File: config.mk
export PLATFORM = sky130hd
export DESIGN_NAME = picorv32_trace_buf
export DESIGN_NICKNAME = d
export VERILOG_FILES = /design/src/rtl/picorv32_trace_pkg.sv /design/src/rtl/picorv32_trace_fifo_core.sv /design/src/rtl/picorv32_trace_buf.sv
export SDC_FILE = /design/constraint.sdc
export NUM_CORES = 1
export LEC_CHECK = 0
export BUFFER_PORTS_ARGS = -buffer_cell sky130_fd_sc_hd__buf_4
export CAP_MARGIN = 20
export CORE_UTILIZATION = 40
export DETAILED_ROUTE_END_ITERATION = 12
export GPL_ROUTABILITY_DRIVEN = 0
export PLACE_DENSITY_LB_ADDON = 0.2
export SETUP_SLACK_MARGIN = 0.02
export SLEW_MARGIN = 20
export SYNTH_ARGS = -nofsm -noshare
export SYNTH_HDL_FRONTEND = slang
export SYNTH_HIERARCHICAL = 1
export SYNTH_SLANG_ARGS = --single-unit
File: constraint.sdc
create_clock -name clk -period 6.61 [get_ports clk]
set_input_delay 0.9915 -clock clk [delete_from_list [all_inputs] [get_ports clk]]
set_output_delay 0.9915 -clock clk [all_outputs]
set_load 0.05 [all_outputs]
File: src/rtl/picorv32_trace_pkg.sv
// Shared definitions for the trace elastic buffer.
//   TRACE_W      : trace word width (flags + payload)
//   tb_state_e   : buffer sequencing state (run / flush / done)
//   trace_flags  : helper to extract the flag nibble of a trace word
package picorv32_trace_pkg;
  localparam int TRACE_W   = 36;
  localparam int PAYLOAD_W = 32;
  localparam int FLAG_W    = 4;
  localparam int FLAG_LSB  = PAYLOAD_W;

  typedef enum logic [1:0] {
    TB_RUN   = 2'd0,
    TB_FLUSH = 2'd1,
    TB_DONE  = 2'd2
  } tb_state_e;

  function automatic logic [FLAG_W-1:0] trace_flags(input logic [TRACE_W-1:0] w);
    return w[FLAG_LSB +: FLAG_W];
  endfunction
endpackage

File: src/rtl/picorv32_trace_fifo_core.sv
// Storage and occupancy tracking for the trace buffer.
//   clk, resetn : clock, async active-low reset (pointers only, array not reset)
//   i_push      : write i_data at the tail (caller guarantees room or a same-cycle pop)
//   i_pop       : retire the head (caller guarantees non-empty)
//   o_data      : head entry, fall-through from registered state
//   o_full/o_empty/o_level : occupancy, level in 0..DEPTH
module picorv32_trace_fifo_core #(
  parameter int DEPTH  = 16,
  parameter int DATA_W = 36
) (
  input  logic                     clk,
  input  logic                     resetn,
  input  logic                     i_push,
  input  logic                     i_pop,
  input  logic [DATA_W-1:0]        i_data,
  output logic [DATA_W-1:0]        o_data,
  output logic                     o_full,
  output logic                     o_empty,
  output logic [$clog2(DEPTH):0]   o_level
);
  localparam int AW = $clog2(DEPTH);
  localparam logic [AW:0] PTR_ONE = (AW+1)'(1);

  // Extra MSB on each pointer distinguishes full from empty.
  logic [AW:0]       r_wr_ptr, r_rd_ptr;
  logic [DATA_W-1:0] r_mem [DEPTH];

  always_ff @(posedge clk or negedge resetn) begin
    if (!resetn) begin
      r_wr_ptr <= '0;
      r_rd_ptr <= '0;
    end else begin
      if (i_push) r_wr_ptr <= r_wr_ptr + PTR_ONE;
      if (i_pop)  r_rd_ptr <= r_rd_ptr + PTR_ONE;
    end
  end

  // Push into a full buffer with a simultaneous pop overwrites the slot
  // being read; the old head is consumed at this same edge, so that is safe.
  always_ff @(posedge clk) begin
    if (i_push) r_mem[r_wr_ptr[AW-1:0]] <= i_data;
  end

  assign o_data  = r_mem[r_rd_ptr[AW-1:0]];
  assign o_empty = (r_wr_ptr == r_rd_ptr);
  assign o_full  = (r_wr_ptr[AW] != r_rd_ptr[AW]) &&
                   (r_wr_ptr[AW-1:0] == r_rd_ptr[AW-1:0]);
  // Modular difference of the wrap-extended pointers is exactly 0..DEPTH.
  assign o_level = r_wr_ptr - r_rd_ptr;
endmodule

File: src/rtl/picorv32_trace_buf.sv
// Elastic buffer between the core trace port and the trace consumer.
//   clk, resetn             : clock, async active-low reset
//   trace_valid/trace_data  : trace beats, no back-pressure to the source
//   trap                    : first observation in RUN starts an orderly flush
//   out_valid/out_ready/out_data : ready/valid consumer side, fall-through head
//   level                   : occupancy 0..DEPTH
//   dropped / overflow      : saturating drop count / sticky drop flag
//   done                    : flush complete, held until reset
module picorv32_trace_buf
  import picorv32_trace_pkg::*;
#(
  parameter int DEPTH  = 16,
  parameter int DATA_W = TRACE_W,
  parameter int CNT_W  = 16
) (
  input  logic                   clk,
  input  logic                   resetn,
  input  logic                   trace_valid,
  input  logic [DATA_W-1:0]      trace_data,
  input  logic                   trap,
  output logic                   out_valid,
  input  logic                   out_ready,
  output logic [DATA_W-1:0]      out_data,
  output logic [$clog2(DEPTH):0] level,
  output logic [CNT_W-1:0]       dropped,
  output logic                   overflow,
  output logic                   done
);
  localparam int LW = $clog2(DEPTH) + 1;
  localparam logic [CNT_W-1:0] CNT_ONE = CNT_W'(1);

  tb_state_e r_state, w_state_nxt;
  logic      w_accept, w_full, w_empty, w_push, w_pop, w_drop;
  logic [CNT_W-1:0] r_dropped;
  logic             r_overflow;

  assign w_pop  = out_valid & out_ready;
  // A pop in the same cycle makes room, so a full buffer still accepts.
  assign w_push = trace_valid & w_accept & (~w_full | w_pop);
  assign w_drop = trace_valid & w_accept & w_full & ~w_pop;

  picorv32_trace_fifo_core #(.DEPTH(DEPTH), .DATA_W(DATA_W)) u_core (
    .clk     (clk),
    .resetn  (resetn),
    .i_push  (w_push),
    .i_pop   (w_pop),
    .i_data  (trace_data),
    .o_data  (out_data),
    .o_full  (w_full),
    .o_empty (w_empty),
    .o_level (level)
  );

  // State register
  always_ff @(posedge clk or negedge resetn) begin
    if (!resetn) r_state <= TB_RUN;
    else         r_state <= w_state_nxt;
  end

  // Next state: trap is only looked at in RUN, so a later deassert is moot.
  always_comb begin
    w_state_nxt = r_state;
    case (r_state)
      TB_RUN:   if (trap) w_state_nxt = TB_FLUSH;
      TB_FLUSH: if (level == LW'(0) || (level == LW'(1) && w_pop))
                  w_state_nxt = TB_DONE;
      TB_DONE:  w_state_nxt = TB_DONE;
      default:  w_state_nxt = TB_RUN;
    endcase
  end

  // Outputs from current state
  always_comb begin
    w_accept = (r_state == TB_RUN);
    done     = (r_state == TB_DONE);
  end

  assign out_valid = ~w_empty;

  always_ff @(posedge clk or negedge resetn) begin
    if (!resetn) begin
      r_dropped  <= '0;
      r_overflow <= 1'b0;
    end else if (w_drop) begin
      r_overflow <= 1'b1;
      if (r_dropped != '1) r_dropped <= r_dropped + CNT_ONE;
    end
  end

  assign dropped  = r_dropped;
  assign overflow = r_overflow;
endmodule

==> results of run 1 <==
==> layer usage <==
layer,wire [um],share of wire [%],up-vias
li1,-,-,5040
met1,22700,43,6087
met2,27200,51,258
met3,2230,4.2,75
met4,1050,2.0,0
met5,0,0,-
==> report_power, final <==
| part | switching [mW] | internal [mW] |
|---|---|---|
| Combinational | 2.77 | 1.52 |
| Clock | 1.44 | 2.08 |
| Sequential | 0.179 | 4.41 |
==> kinds of logic after synthesis <==
group                      after synthesis  synth area share (%)
AOI/OAI and AO/OA                      117                  3.42
xor gates and xnor gates                27                 0.991
DFF                                    605                  75.6
muxes                                  219                  15.4
adders and majority gates               15                 0.818
buffers and inverters                   72                  1.85
and+or+nand+nor                         81                  1.93
==> critical path, delay by kind of cell (launching register included) <==
family          cells  cell delay (ns)
flops               1             0.46
simple gates        5             1.69
buf+inv             2             1.10
fa+ha+maj           1             0.43
compound gates      1             0.61
==> through the flow <==
step | instance area, um^2 | power, mW | std cells
floorplan | 23900 | 7.75 | 1136
global placement | 25500 | 9.01 | 1977
detailed placement | 25500 | 9.03 | 1977
CTS | 27600 | 12.6 | 2093
global route | 27600 | 12.9 | 2093
finish | 27600 | 12.4 | 2093
==> layout make-up <==
type / count / area share [%]
well taps: 773 / 3.51
flip-flops and latches: 605 / 65.4
repair buffers: 127 / 3.46
inverters: 13 / 0.177
multi-input cells: 459 / 20.0
clock buffers: 84 / 6.54
clock inverters: 32 / 0.930
==> registers in the layout, indices dropped and copies added, names as in the netlist <==
signal and count:
u_core/r_mem 576, dropped 16, r_state 2, overflow 1
u_core/r_wr_ptr 5, u_core/r_rd_ptr 5
==> cell usage after synthesis (all sizes together), types with 3 or more instances <==
| cell | count |
|---|---|
| a32oi | 36 |
| ha | 14 |
| dfrtp | 29 |
| edfxtp | 576 |
| clkbuf | 23 |
| a21oi | 4 |
| nand2 | 16 |
| inv | 13 |
| nor2 | 20 |
| mux4 | 108 |
| nand2b | 7 |
| buf | 36 |
| nand3 | 5 |
| nand4 | 9 |
| a22oi | 36 |
| mux2 | 3 |
| mux2i | 108 |
| xnor2 | 8 |
| o21ai | 39 |
| nor4b | 4 |
| nor4 | 7 |
| nor3 | 6 |
| xor2 | 19 |
==> path summary, 6_finish.rpt <==
check	depth (start not counted)	to	from	slack [ns]
worst max-delay path	9	u_core/r_mem[4][33]$_DFFE_PP_	u_core/r_rd_ptr[2]$_DFFE_PN0P_	1.98
worst min-delay path	1	r_state[1]$_DFFE_PN0P_	resetn	0.33
worst max register to register	9	u_core/r_mem[4][33]$_DFFE_PP_	u_core/r_rd_ptr[2]$_DFFE_PN0P_	1.98
worst min register to register	1	overflow$_DFFE_PN0P_	overflow$_DFFE_PN0P_	0.47
max in group asynchronous	1	u_core/r_rd_ptr[1]$_DFFE_PN0P_	resetn	5.95
min in group clk	1	overflow$_DFFE_PN0P_	overflow$_DFFE_PN0P_	0.47
==> summary.md, run 1 <==
| Metric | Value |
|---|---|
| TritonCTS clock tree | `yes` |
| FF+latch area | `18000 um^2` |
| Drt total wl | `53200 um` |
| TNS Setup | `0 ns` |
| Largest net degree at the start of global routing | `59` |
| CP endpoint kind | `register` |
| Static leakage power | `9.24 nW` |
| Seq/Total Area, Yosys | `75.6%` |
| Drt wl/cell | `25.4 um` |
| Post-CTS Hold Fix Bufs | `0` |
| Root Buffer | `clkbuf_16` |
| Most Frequent Cell on Critical Path | `nand2b_1` |
| Post-Syn Instances | `1136` |
| Largest area contributor in the synthesized netlist | `edfxtp_1` |
| Final Core Density | `between 40% and 50%` |
| Die ar. | `60600 um^2` |
| Clock Skew | `between 0.015 and 0.02 ns` |
| Dpl hpwl | `30700 um` |
| Footprint of the multi-input gates | `5520 um^2` |
| Area growth syn-to-layout | `15.6%` |
| Final setup viols | `0` |
| Vias in the first global route | `about 12000` |
| Max_cap viols | `0` |
| Worst slew margin | `roughly 26%` |
| Met1 Resource Use GR | `23.7%` |
| Initial antenna violation count | `0` |
| Fill cell count | `4945` |
| Commonest non-fill, non-tap cells in the layout | `edfxtp_1 (576), buf_4 (127), mux2i_1 (108)` |
| Drt via density | `5.48` |
| Worst hold slack | `0.331 ns` |
| 1st-pass router iterations | `5` |
| WP data arrival | `4.90 ns` |
| CP peak stage delay | `0.91 ns` |
| Vias | `11500` |
| Nets | `1328` |
| Post-Syn Area per Cell | `21.0 um^2` |
| Diode count | `0` |
| Total clock sinks | `605` |
| Routed Antenna Nets | `0` |
| GR Util All Layers | `roughly 18%` |
| Post-synth EDFFs | `576` |
| Crit start category | `register` |
| VDD IR-drop max | `0.310 mV` |
| Outcome | `finished clean` |
| CTS HTree Levels | `3` |
| Clock slew at reported path FFs | `0.06 ns` |
| Worst-margin pin slew | `1.11 ns` |
| Synth warn | `6` |
| Io pins | `101` |
| FF+latch count, synth | `between 600 and 700` |
| # rows | `between 80 and 90` |
| Die height | `around 250 um` |
| Slowest-stage cell, CP | `nor2_4` |
| Yosys top cell area share | `between 70% and 80%` |
| Min-delay worst type | `in2async` |
| Power density cells | `about 450 nW/um^2` |
| Initial Util | `40.4%` |
| First-pass GRT wire length | `between 70000 and 80000 um` |
| Cts repair resizes | `0` |
| RSZ-0062 raised after global routing | `false` |
| Final Hold Violating Endpoints | `0` |
| Netlist cell types | `44` |
| Syn Std Cell Area | `23900 um^2` |
| Global-route met2 utilization | `30.4%` |
| Highest Clock Rate | `216 MHz` |
| Crit Path Max Fanout | `37` |
| Setup WS post-layout | `1.98 ns` |
| Clock Tree Buf Depth | `3` |
| GRT Max-Usage Layer | `met2` |
| Pre-CTS setup slack | `approximately 2.0 ns` |
| Cts bufs inserted | `66` |
| Detailed Route Iter0 Violations | `930` |
| Postcts setup bufs | `0` |
| Setup CP Type | `reg2reg` |
| IO buf count | `100` |
| Final period util | `70.0%` |
| GRT overflow | `0` |
| Crit-path cells | `inv_2 > ha_1 > nand4_1 > nor2_1 > nand2b_1 > a21oi_1 > nand2b_1 > nor2_4 > buf_4` |
| Most common cell after layout, fill and taps aside | `edfxtp_1` |
| Async S/R FF share, synth | `4.79%` |
| Layout cells sized above 1 | `approximately 24%` |
| Mapped Nets | `1192` |
| Chip width | `246 um` |
| Most used DFF post-synth | `edfxtp_1` |
| Final slew viol count | `0` |
| Worst skew pair latency | `0.59 ns` |
| Met3 Use GR | `3.16%` |
| Drc violations | `0` |
| WP data required | `6.88 ns` |
| Synth top area cells | `edfxtp_1 (73%), mux4_2 (6.8%), mux2i_1 (4.5%)` |
| Fin crit period | `4.63 ns` |
| Core area | `59000 um^2` |
No activity file was read; power rests on OpenSTA's default activity.
==> run 2, diff against run 1 <==
Clock period 6.61 ns to 4.7 ns, I/O delays scaled along.
==> run 2 against run 1 <==
Clock-buffer cell count fell by 4. Critical path depth shrank 4. Critical path type is now reg2out. Register-to-register slack worse by 0.91 ns. Total power grew 40%. Largest cell class unchanged. Largest power group unchanged. Critical endpoint is now out_data[33].
==> summary.md, run 2 (synthesis gave the netlist of run 1 again) <==
| Metric | Value |
|---|---|
| Outcome | `finished clean` |
| Root Buffer | `clkbuf_16` |
| CTS HTree Levels | `3` |
| Chip width | `246 um` |
| WP data arrival | `3.23 ns` |
| Power density cells | `between 600 and 700 nW/um^2` |
| Vias | `11500` |
| Pre-CTS setup slack | `1.00 ns` |
| R2R Path End | `u_core/r_mem[3][18]$_DFFE_PP_` |
| Drt total wl | `52900 um` |
| RSZ-0062 raised after global routing | `false` |
| WP data required | `3.99 ns` |
| Drt via density | `5.49` |
| Initial antenna violation count | `4` |
| Global-route met2 utilization | `30.1%` |
| Cts repair resizes | `0` |
| Fill cell count | `4975` |
| Drt wl/cell | `25.2 um` |
| Max_cap viols | `0` |
| Diode count | `0` |
| Net Switching | `6.12 mW` |
| Final period util | `a little over four fifths` |
| IO buf count | `100` |
| Clock Tree Buf Depth | `3` |
| Sw Ratio | `35.2%` |
| GRT overflow | `0` |
| Io pins | `101` |
| Nets | `1332` |
| Worst-margin pin slew | `1.02 ns` |
| TritonCTS clock tree | `yes` |
| Reg2reg path depth | `8` |
| First-pass GRT wire length | `~79000 um` |
| Postcts setup bufs | `0` |
| Comb pwr share | `a little over a third` |
| FF+latch area | `18000 um^2` |
| Final Hold Violating Endpoints | `0` |
| Dpl hpwl | `28700 um` |
| Area growth syn-to-layout | `16.2%` |
| Met1 Resource Use GR | `23.7%` |
| Commonest non-fill, non-tap cells in the layout | `edfxtp_1 (576), buf_4 (122), mux2i_1 (108)` |
| Total clock sinks | `a little over 600` |
| Final setup viols | `0` |
| Worst slew margin | `31.7%` |
| Min-delay worst type | `in2async` |
| # rows | `89` |
| Most common cell after layout, fill and taps aside | `edfxtp_1` |
| Met3 Use GR | `3.62%` |
| TNS Setup | `0 ns` |
| Clock share of power | `around 28%` |
| Max reg flops | `approximately 580` |
| Core area | `59000 um^2` |
| Highest Clock Rate | `roughly 250 MHz` |
| Initial Util | `40.4%` |
| Detailed Route Iter0 Violations | `764` |
| Clock slew at reported path FFs | `0.06 ns` |
| Seq pwr share | `36.6%` |
| Clock Skew | `between 0.01 and 0.015 ns` |
| Cell-internal power | `around 11 mW` |
| CP endpoint kind | `output pin` |
| Post-CTS Hold Fix Bufs | `0` |
| Routed Antenna Nets | `0` |
| Crit Path Max Fanout | `36` |
| Reg2reg setup slack | `about 1.1 ns` |
| Worst skew pair latency | `0.59 ns` |
| Setup CP Type | `reg2out` |
| Cts bufs inserted | `66` |
| VDD IR-drop max | `roughly 0.58 mV` |
| Final slew viol count | `0` |
| Fin crit period | `~3.9 ns` |
| Largest net degree at the start of global routing | `127` |
| GRT Max-Usage Layer | `met2` |
| Drc violations | `0` |
| Layout cells sized above 1 | `between 20% and 30%` |
| Vias in the first global route | `12000` |
| Reg2reg start | `u_core/r_rd_ptr[0]$_DFFE_PN0P_` |
| Die height | `~250 um` |
| Die ar. | `60600 um^2` |
| Setup WS post-layout | `0.762 ns` |
| 1st-pass router iterations | `4` |
| GR Util All Layers | `18.0%` |
| Static leakage power | `around 9.3 nW` |
| Footprint of the multi-input gates | `5530 um^2` |
| Crit start category | `register` |
[run 2: worst max-delay path by stage]
stage / endpoint / from / slack, ns / depth (start not counted)
6_report: out_data[33] / u_core/r_rd_ptr[0]$_DFFE_PN0P_ / 0.76 / 5
5_1_grt: out_data[9] / u_core/r_rd_ptr[0]$_DFFE_PN0P_ / 0.58 / 6
4_1_cts: out_data[33] / u_core/r_rd_ptr[0]$_DFFE_PN0P_ / 0.66 / 5
3_5_place_dp: u_core/r_mem[9][14]$_DFFE_PP_ / u_core/r_rd_ptr[0]$_DFFE_PN0P_ / 1.00 / 8
3_3_place_gp: u_core/r_mem[3][13]$_DFFE_PP_ / u_core/r_rd_ptr[0]$_DFFE_PN0P_ / 1.04 / 8
2_1_floorplan: u_core/r_mem[15][0]$_DFFE_PP_ / u_core/r_rd_ptr[1]$_DFFE_PN0P_ / 0.53 / 11
[run 2: layer usage]
layer / share of wire [%] / wire length [um]
met1: 44 / 23000
met2: 50 / 26600
met3: 3.9 / 2070
met4: 2.2 / 1150
met5: 0.12 / 61
[run 2: critical path, cell delays in order, from the launching register on]
cell     delay [ns]
dfrtp_4        0.66
and2b_2        0.97
a22oi_1        0.26
a32oi_1        0.34
o21ai_1        0.16
buf_4          0.24
[run 2: cell type report]
type / instances / area share [%]
Multi-Input combinational cell: 459 / 19.9
Tap cell: 773 / 3.49
Sequential cell: 605 / 65.0
Clock buffer: 80 / 6.53
Timing Repair Buffer: 131 / 3.95
Inverter: 13 / 0.176
Clock inverter: 34 / 0.875
[run 2: power by group through the flow]
| stage | Sequential, mW | Clock, mW | Combinational (mW) |
|---|---|---|---|
| finish | 6.38 | 4.92 | 6.11 |
| global route | 6.41 | 5.23 | 6.50 |
| CTS | 6.38 | 5.05 | 6.23 |
| detailed placement | 6.49 | 0 | 6.23 |
| global placement | 6.48 | 0 | 6.21 |
| floorplan | 6.40 | 0 | 4.50 |
[run 2: metrics by stage]
step	cells	instance area (um^2)	total power, mW	util (%)	hold WS, ns
CTS	2095	27700	17.7	47.0	0.0271
detailed placement	1981	25700	12.7	43.5	0.460
floorplan	1136	23900	10.9	-	0.409
global placement	1981	25700	12.7	43.5	0.452
finish	2095	27700	17.4	47.0	0.0494
global route	2095	27700	18.1	47.0	0.0469
==> run 3, diff against run 2 <==
Clock period 4.7 ns to 3.4 ns, I/O delays scaled along.
==> run 3 against run 2 <==
The run now ends with DRC left. Highest routed layer unchanged. Core utilization up 0.53 points. Register-to-register slack worse by 0.53 ns. Non-clock buffer count up 19. Clock skew up 0.012 ns. Global-route usage up 0.58 points. First-iteration DRC count up 19%. Sequential share of layout area down 0.73 points.
==> summary.md, run 3 (synthesis gave the netlist of run 1 again) <==
| Metric | Value |
|---|---|
| Placed insts | `1997` |
| Die ar. | `60600 um^2` |
| GR Util All Layers | `18.6%` |
| Setup WS post-layout | `around 0.15 ns` |
| Largest net degree at the start of global routing | `112` |
| Slowest-stage cell, CP | `mux4_2` |
| Initial antenna violation count | `2` |
| Drt via density | `between 5 and 6` |
| Io pins | `around 100` |
| Clock Skew | `0.0240 ns` |
| Detailed Route Iter0 Violations | `909` |
| Drt total wl | `55700 um` |
| GRT overflow | `0` |
| Outcome | `finished with violations` |
| Postcts setup bufs | `0` |
| RSZ-0062 raised after global routing | `false` |
| Highest Clock Rate | `approximately 300 MHz` |
| Final slew viol count | `0` |
| Most common cell after layout, fill and taps aside | `edfxtp_1` |
| Chip width | `approximately 250 um` |
| Crit-path cells | `buf_16 > mux4_2 > a32oi_1 > o21ai_1 > buf_4` |
| Min-delay worst type | `in2reg` |
| CP endpoint kind | `output pin` |
| Vias | `11700` |
| Worst skew pair latency | `0.61 ns` |
| Die height | `246 um` |
| Core area | `59000 um^2` |
| Routed Antenna Nets | `0` |
| Max_cap viols | `0` |
| Drc violations | `2` |
| WP data required | `2.89 ns` |
| TritonCTS clock tree | `yes` |
| M1 WL | `~24000 um` |
| Max reg flops | `576` |
| Final Hold Violating Endpoints | `0` |
| Power density cells | `a little under 900 nW/um^2` |
| CTS HTree Levels | `3` |
| Final period util | `95.6%` |
| VDD IR-drop max | `0.656 mV` |
| Worst-margin pin slew | `0.979 ns` |
| IO buf count | `100` |
| Drt wl/cell | `26.3 um` |
| Clock slew at reported path FFs | `0.06 ns` |
| 1st-pass router iterations | `9` |
| Commonest non-fill, non-tap cells in the layout | `edfxtp_1 (576), buf_4 (126), mux2i_1 (108)` |
| Crit Path Max Fanout | `44` |
| Final setup viols | `0` |
| Total clock sinks | `605` |
| Routed wl met2 | `between 20000 and 30000 um` |
| Nets | `1351` |
| Top routing layer used | `met5` |
| Clock Tree Buf Depth | `3` |
| Dpl hpwl | `28300 um` |
| Pre-CTS setup slack | `0.515 ns` |
| Vias in the first global route | `~12000` |
| CP peak stage delay | `0.55 ns` |
| DR WL met3 | `2670 um` |
| Initial Util | `40.4%` |
| Crit start category | `register` |
| First-pass GRT wire length | `80800 um` |
| Setup CP Type | `reg2out` |
| Failing checks | `DRC` |
| Worst hold slack | `0.204 ns` |
| Fin crit period | `3.25 ns` |
| # rows | `89` |
| Post-Layout Cell Count | `2114` |
| Root Buffer | `clkbuf_16` |
| TNS Setup | `0 ns` |
| Diode count | `0` |
| WP data arrival | `between 2 and 3 ns` |
| Layout cells sized above 1 | `25.7%` |
| Worst slew margin | `between 30% and 40%` |
| Cts bufs inserted | `66` |
| Area growth syn-to-layout | `17.6%` |
| Static leakage power | `9.44 nW` |
## run 3: changes by cell type in the layout (fill, tap and decap cells not counted), moves of 2 or more
cell	previous run	this run
buf_4	122	126
buf_16	0	4
clkinv_1	17	13
clkbuf_1	9	15
buf_12	9	16
buf_6	0	2
clkbuf_16	71	69
clkinvlp_4	3	1
## run 3: per-stage QoR
| step | instance area [um^2] | utilization, % | power [mW] |
|---|---|---|---|
| 2_1_floorplan | 23900 | - | 15.1 |
| 3_3_place_gp | 25900 | 43.9 | 17.7 |
| 3_5_place_dp | 25900 | 43.9 | 17.8 |
| 4_1_cts | 28000 | 47.5 | 24.7 |
| 5_1_grt | 28000 | 47.5 | 25.4 |
| 6_report | 28000 | 47.5 | 24.4 |
## run 3: worst max-delay path, delay by kind of cell, from the launching register on
family | cells | cell delay, ns
multiplexers | 1 | 0.55
flip-flops | 1 | 0.53
AO/OA/AOI/OAI | 2 | 0.40
buffers and inverters | 2 | 0.63
## run 3: power breakdown
group / switching [mW] / leakage (nW) / internal, mW
clock network: 2.82 / 0.987 / 3.92
registers: 0.209 / 5.56 / 8.57
logic: 5.64 / 2.88 / 3.21
## run 3: what timing repair did
| item | CTS | global route |
|---|---|---|
| setup endpoints to repair | 29 | 10 |
| hold buffers | 1 | 0 |
| resized for setup | 4 | 4 |
| cloned | 1 | 1 |
| hold endpoints to repair | 29 | 0 |
## run 3: path summary, 6_finish.rpt
check | start | to | slack [ns] | depth (start not counted)
setup / recovery | u_core/r_rd_ptr[0]$_DFFE_PN0P_ | out_data[23] | 0.15 | 5
hold / removal | trace_data[22] | u_core/r_mem[6][22]$_DFFE_PP_ | 0.20 | 1
setup reg to reg | u_core/r_wr_ptr[2]$_DFFE_PN0P_ | u_core/r_mem[2][9]$_DFFE_PP_ | 0.54 | 9
hold reg to reg | overflow$_DFFE_PN0P_ | overflow$_DFFE_PN0P_ | 0.49 | 1
max in group asynchronous | resetn | u_core/r_rd_ptr[1]$_DFFE_PN0P_ | 2.68 | 2
min in group asynchronous | resetn | dropped[11]$_DFFE_PN0P_ | 0.39 | 2
## run 3: layout make-up
cell class / instances / area, um^2
clock buffers: 84 / 1770
clock inverters: 30 / 249
fillers: 4992 / 31000
inverters: 13 / 48.8
multi-input cells: 459 / 5540
flip-flops and latches: 605 / 18000
well taps: 773 / 967
repair buffers: 150 / 1430
## run 3: metal layers
layer	GRT usage, %	vias up
li1	-	5098
met1	25.1	6220
met2	30.8	284
met3	3.26	76
met4	5.43	4
met5	0	-
